==> src/rtl/reg_file_rename_pkg.sv <==
// Shared constants for the architectural register file and its rename tags.
// Mirrors the ROB/register widths used across the Tomasulo core.
package reg_file_rename_pkg;

   localparam int unsigned ROB_WIDTH_BIT = 4;
   localparam int unsigned REG_NUM_BIT   = 5;
   localparam int unsigned REG_NUM       = 1 << REG_NUM_BIT;
   localparam int unsigned DATA_WIDTH    = 32;

   typedef logic [DATA_WIDTH-1:0] data_t;

endpackage

==> src/rtl/reg_file_rename_read_port.sv <==
// One combinational operand lookup: value/busy/tag for a register index,
// with a same-cycle bypass of a retiring result that matches the current tag.
module reg_read_port
   import reg_file_rename_pkg::*;
#(
   parameter int unsigned ROB_WIDTH_BIT = reg_file_rename_pkg::ROB_WIDTH_BIT,
   parameter int unsigned REG_NUM_BIT   = reg_file_rename_pkg::REG_NUM_BIT,
   parameter int unsigned NUM           = 1 << REG_NUM_BIT
) (
   input  logic [REG_NUM_BIT-1:0]   id,
   input  data_t                    regs [NUM],
   input  logic [NUM-1:0]           busy_vec,
   input  logic [ROB_WIDTH_BIT-1:0] tags [NUM],
   input  logic                     commit_valid,
   input  logic [REG_NUM_BIT-1:0]   commit_reg_id,
   input  data_t                    commit_val,
   input  logic [ROB_WIDTH_BIT-1:0] commit_rob_id,
   output data_t                    val,
   output logic                     busy,
   output logic [ROB_WIDTH_BIT-1:0] rob_id
);

   always_comb begin
      val    = '0;
      busy   = 1'b0;
      rob_id = '0;
      if (id != '0) begin
         val    = regs[id];
         busy   = busy_vec[id];
         rob_id = tags[id];
         // Only the producer the register is still waiting on may bypass.
         if (commit_valid && commit_reg_id == id && busy_vec[id] &&
             tags[id] == commit_rob_id) begin
            val  = commit_val;
            busy = 1'b0;
         end
      end
   end

endmodule

==> src/rtl/reg_file_rename.sv <==
// Architectural register file with per-register rename tags, updated by the
// ROB commit and rename streams and read by the Decoder through two ports.
module reg_file_rename
   import reg_file_rename_pkg::*;
#(
   parameter int unsigned ROB_WIDTH_BIT = reg_file_rename_pkg::ROB_WIDTH_BIT,
   parameter int unsigned REG_NUM_BIT   = reg_file_rename_pkg::REG_NUM_BIT
) (
   input  logic                     clk_in,
   input  logic                     rst_in,
   input  logic                     rdy_in,
   input  logic                     clear,
   input  logic                     commit_valid,
   input  logic [REG_NUM_BIT-1:0]   commit_reg_id,
   input  logic [31:0]              commit_val,
   input  logic [ROB_WIDTH_BIT-1:0] commit_rob_id,
   input  logic                     rename_valid,
   input  logic [REG_NUM_BIT-1:0]   rename_reg_id,
   input  logic [ROB_WIDTH_BIT-1:0] rename_rob_id,
   input  logic [REG_NUM_BIT-1:0]   rs1_id,
   output logic [31:0]              rs1_val,
   output logic                     rs1_busy,
   output logic [ROB_WIDTH_BIT-1:0] rs1_rob_id,
   input  logic [REG_NUM_BIT-1:0]   rs2_id,
   output logic [31:0]              rs2_val,
   output logic                     rs2_busy,
   output logic [ROB_WIDTH_BIT-1:0] rs2_rob_id
);

   localparam int unsigned NUM = 1 << REG_NUM_BIT;

   data_t                    regs [NUM];
   logic [NUM-1:0]           busy;
   logic [ROB_WIDTH_BIT-1:0] tags [NUM];

   // Later non-blocking writes take priority: clear/rename override the
   // commit's busy release for the same register.
   always_ff @(posedge clk_in or negedge rst_in) begin
      if (!rst_in) begin
         busy <= '0;
         for (int unsigned i = 0; i < NUM; i++) begin
            regs[i] <= '0;
            tags[i] <= '0;
         end
      end else if (rdy_in) begin
         if (commit_valid && commit_reg_id != '0) begin
            regs[commit_reg_id] <= commit_val;
            if (busy[commit_reg_id] && tags[commit_reg_id] == commit_rob_id)
               busy[commit_reg_id] <= 1'b0;
         end
         if (clear) begin
            busy <= '0;
            for (int unsigned i = 0; i < NUM; i++)
               tags[i] <= '0;
         end else if (rename_valid && rename_reg_id != '0) begin
            busy[rename_reg_id] <= 1'b1;
            tags[rename_reg_id] <= rename_rob_id;
         end
      end
   end

   reg_read_port #(
      .ROB_WIDTH_BIT (ROB_WIDTH_BIT),
      .REG_NUM_BIT   (REG_NUM_BIT),
      .NUM           (NUM)
   ) u_rs1 (
      .id            (rs1_id),
      .regs          (regs),
      .busy_vec      (busy),
      .tags          (tags),
      .commit_valid  (commit_valid),
      .commit_reg_id (commit_reg_id),
      .commit_val    (commit_val),
      .commit_rob_id (commit_rob_id),
      .val           (rs1_val),
      .busy          (rs1_busy),
      .rob_id        (rs1_rob_id)
   );

   reg_read_port #(
      .ROB_WIDTH_BIT (ROB_WIDTH_BIT),
      .REG_NUM_BIT   (REG_NUM_BIT),
      .NUM           (NUM)
   ) u_rs2 (
      .id            (rs2_id),
      .regs          (regs),
      .busy_vec      (busy),
      .tags          (tags),
      .commit_valid  (commit_valid),
      .commit_reg_id (commit_reg_id),
      .commit_val    (commit_val),
      .commit_rob_id (commit_rob_id),
      .val           (rs2_val),
      .busy          (rs2_busy),
      .rob_id        (rs2_rob_id)
   );

endmodule

==> config.mk <==
export PLATFORM = sky130hd
export DESIGN_NAME = reg_file_rename
export DESIGN_NICKNAME = d
export VERILOG_FILES = /design/src/rtl/reg_file_rename_pkg.sv /design/src/rtl/reg_file_rename_read_port.sv /design/src/rtl/reg_file_rename.sv
export SDC_FILE = /design/constraint.sdc
export NUM_CORES = 2
export LEC_CHECK = 0
export CORE_MARGIN = 2
export CORE_UTILIZATION = 57
export CTS_CLUSTER_DIAMETER = 40
export DETAILED_ROUTE_END_ITERATION = 10
export MAX_ROUTING_LAYER = met4
export PLACE_DENSITY_LB_ADDON = 0.3
export SYNTH_ARGS = -nofsm -noshare
export SYNTH_HDL_FRONTEND = slang
export SYNTH_HIERARCHICAL = 1
export SYNTH_SLANG_ARGS = --single-unit
==> constraint.sdc <==
create_clock -name clk_in -period 5.6 [get_ports clk_in]
set_clock_uncertainty 0.05 [all_clocks]
set_input_delay 1.68 -clock clk_in [delete_from_list [all_inputs] [get_ports clk_in]]
set_output_delay 1.68 -clock clk_in [all_outputs]
set_load 0.05 [all_outputs]
==> results.yml <==
run_status:
  outcome: "finished with violations"
  violations: "setup timing"
hold_path:
  worst_hold_path.num_cells: 0
  hold_path_end: "regs[1003]$_DFFE_PN0P_"
  timing.hold.worst.start: "regs[1003]$_DFFE_PN0P_"
  holdCritPathClass: "reg -> reg"
finish:
  final_layout_size_suffix_gt1_frac: 0.5466
  fill_cells: 7613
  utilization_of_the_core_after_routing: 0.6889
  area.growth.synth_to_final_pct: 20.10
  layout.nets: 4812
worst_setup_path:
  reg2reg_setup_slack_ns: 2.54
  reg2reg_depth: 7
  critical-path-slowest-cell: "sky130_fd_sc_hd__mux4_2"
  buffering_stage_count_on_the_worst_path_with_inverters_included: 4
  startpoint_type: "input pin"
  critical_path.endpoint_type: "primary output"
  critical-path-top-cell-by-count: "sky130_fd_sc_hd__buf_16"
  timing.setup.critical_path_class: "in -> out"
  cp_cell_sequence: "buf_16 > mux4_2 > mux4_2 > mux2_4 > nand4_1 > a21oi_2 > nand4_4 > buf_16 > buf_16 > mux2i_4 > buf_12"
  worst-path-max-fanout: 7
  worstReg2RegEnd: "busy[5]$_DFFE_PN0P_"
  timing.critical_path.slowest_cell_delay_ns: 0.49
  required_ns: 3.87
  crit_arrival_ns: 4.42
  regToRegStartpoint: "tags[92]$_DFFE_PN0P_"
  timing.critical_path.max_delay_family: "multiplexers"
drt:
  post-route-drc-count: 0
  via_count: 45430
  route.final.wire_length_microns: 214300
  via_per_inst: 7.083
  detail_route.wl_per_cell_microns: 33.41
  final_antenna_net_count: 0
  drtPass1Iterations: 8
  initialDrtViolationCount: 4999
synth:
  synth_top_cells_by_area: "sky130_fd_sc_hd__dfrtp_1 (45%), sky130_fd_sc_hd__mux4_2 (24%), sky130_fd_sc_hd__mux2_2 (17%)"
  ys_warn_count: 6
  number_of_synthesized_flops_with_an_enable_pin: 0
  synth_async_sr_flop_share: 1.000
  synth_seq_area_share: 0.4457
  netlist.area_leader.share: 0.4457
  netlist.top_cell.by_area: "sky130_fd_sc_hd__dfrtp_1"
  synth_flop_cell: "sky130_fd_sc_hd__dfrtp_1"
  syn-cell-area_sq_um: 66470
  synthCells: 4530
  synthesized_nets: 4596
  synth.ff_latch_count: 1184
  yosys.cell_types.count: 68
  syn_area_per_cell_sq_um: 14.67
global_route:
  grt_max_degree: 130
  grt_util_all_layers: 0.3768
  vias_in_the_first_global_route: 47680
  antenna_found_initial: 4
  grt_first_pass_wirelength_microns: 320600
  grt-ovfl-total: 0
timing:
  tightestPinTransition_ns: 1.256
  setup_viol: 66
  final-max-slew-violation-count: 0
  setup-tns-final_ns: -31.60
  max_freq_ghz: 0.1625
  rsz_0062_raised_after_global_routing: "yes"
  max-slew-margin-rel: 0.1564
  shortest_period_the_worst_path_allows_ns: 6.152
  worst_slack_ns: -0.5522
  finalCritPeriodShare: 1.099
  final_hold_violations: 0
  worst_hold_slack_ns: 0.3450
place:
  dp_worst_setup_slack_ns: -0.7972
  dp_hpwl_microns: 130400
  io_buffer_count: 139
  gp_routability_congestion: 1.020
cts:
  cts-buffers-inserted: 166
  total_number_of_h_tree_levels: 4
  post_cts_hold_buffer_count: 0
  worst_setup_hold_path_clk_slew_ns: 0.06
  clk-insertion-delay-late_ns: 0.80
  clockRootBuffer: "sky130_fd_sc_hd__clkbuf_16"
  clockBufferDepth: 3
  clock_sinks: 1184
  cts_tree: "built"
pwr:
  max-vdd-ir-drop_v: 0.0003588
  power.share.sequential: 0.402
  cellInternalPower_uw: 18650
  combPwrFrac: 0.190
  report.power.total_uw: 25850
  switchingPower_uw: 7204
  share_clk_of_total_power: 0.408
  power-per-cell-area_nw_per_um2: 323.8
  static-leakage-power_uw: 0.03468
  power.share.switching: 0.2787
job:
  timing.max_cap.violations: 0
floorplanning:
  design.die.area_sq_um: 119400
  die_height_microns: 345.5
  io_pins: 140
  core_sq_um: 115900
  floorplan.die.width_microns: 345.5
  start_util: 0.5736
  row_count: 125
==> power by group through the flow <==
stage                     Clock (uW)  Combinational (uW)  Sequential, uW
after floorplan                    0                3320           10200
after global placement             0                4660           10400
after detailed placement           0                4770           10500
after CTS                      10600                4870           10400
after global routing           11000                5140           10500
final                          10500                4900           10400
==> cells in the mapped netlist (38+ instances only) <==
cell type	number
sky130_fd_sc_hd__a21oi_1	56
sky130_fd_sc_hd__nand3_1	38
sky130_fd_sc_hd__buf_2	151
sky130_fd_sc_hd__or2_1	64
sky130_fd_sc_hd__o21ai_0	133
sky130_fd_sc_hd__buf_1	46
sky130_fd_sc_hd__mux4_2	721
sky130_fd_sc_hd__clkbuf_1	245
sky130_fd_sc_hd__nor2_1	88
sky130_fd_sc_hd__dfrtp_1	1184
sky130_fd_sc_hd__nand2_1	267
sky130_fd_sc_hd__mux2_2	1010
sky130_fd_sc_hd__mux2i_1	141
sky130_fd_sc_hd__o211ai_1	65
==> cell families (layout without fill, tap and decap cells) <==
group / after synthesis / in the layout / share of synthesized area
muxes: 1876 / 1876 / 0.4379
DFF: 1184 / 1184 / 0.4457
and+or+nand+nor: 578 / 578 / 0.04214
buffers and inverters: 491 / 846 / 0.03443
AOI/OAI and AO/OA: 383 / 383 / 0.03706
xor gates and xnor gates: 18 / 18 / 0.002711
other: 0 / 4 / 0
==> layout by cell type, fill, tap and decap left out, types with 25 or more instances in the layout <==
master and count:
sky130_fd_sc_hd__buf_12 165, sky130_fd_sc_hd__mux2i_4 64, sky130_fd_sc_hd__nor2b_1 25, sky130_fd_sc_hd__o21ai_0 133, sky130_fd_sc_hd__clkdlybuf4s50_1 49, sky130_fd_sc_hd__nand3_1 38
sky130_fd_sc_hd__clkbuf_16 174, sky130_fd_sc_hd__or2_1 64, sky130_fd_sc_hd__o211ai_1 65, sky130_fd_sc_hd__mux4_2 721, sky130_fd_sc_hd__mux2_2 1006, sky130_fd_sc_hd__buf_6 29
sky130_fd_sc_hd__buf_4 255, sky130_fd_sc_hd__nand2_1 255, sky130_fd_sc_hd__a21oi_1 48, sky130_fd_sc_hd__nor2_1 65, sky130_fd_sc_hd__dfrtp_1 1184, sky130_fd_sc_hd__mux2i_1 75
==> sequential cells by signal, summed over array words and instances (netlist names) <==
| register | cells |
|---|---|
| busy | 32 |
| regs | 1024 |
| tags | 128 |
==> what timing repair did <==
| action | CTS | global route |
|---|---|---|
| pin swaps | 24 | 19 |
| resized for setup | 87 | 34 |
| cloned | 11 | 0 |
| setup endpoints to repair | 67 | 66 |
| setup buffers | 29 | 2 |
==> cell type report <==
class,count,area [sq um],share of cell area
Timing Repair Buffer,531,6800,0.08518
Antenna cell,4,10.01,0.0001254
Tap cell,1524,1907,0.02388
Clock buffer,203,4581,0.05738
Sequential cell,1184,29630,0.3711
Multi-Input combinational cell,2855,35840,0.4490
Clock inverter,104,1037,0.01299
Inverter,8,30.03,0.0003761
==> worst max path at each step <==
stage,from,end,slack [ns],cells after the start
after floorplan,rs1_id[1],rs1_val[0],-0.34,10
after global placement,rs2_id[1],rs2_val[13],-0.77,13
after detailed placement,rs2_id[1],rs2_val[9],-0.80,14
after CTS,rs2_id[1],rs2_val[27],-0.55,11
after global routing,rs2_id[1],rs2_val[25],-0.56,13
final,rs2_id[1],rs2_val[25],-0.55,11
==> through the flow <==
step,std cells,cell area [sq um]
2_1_floorplan,4530,67480
3_3_place_gp,6067,73120
3_5_place_dp,6067,73120
4_1_cts,6409,79700
5_1_grt,6413,79840
6_report,6413,79840
==> layer usage <==
layer,routed length [microns],vias up,share of wire,track usage
met1,81510,24020,0.38,0.4967
met4,11680,0,0.054,0.1881
met2,99010,2699,0.46,0.5551
li1,-,18010,-,-
met5,0,-,0,-
met3,22070,695,0.10,0.08713
Note: power is estimated with default switching activity, not from simulation.
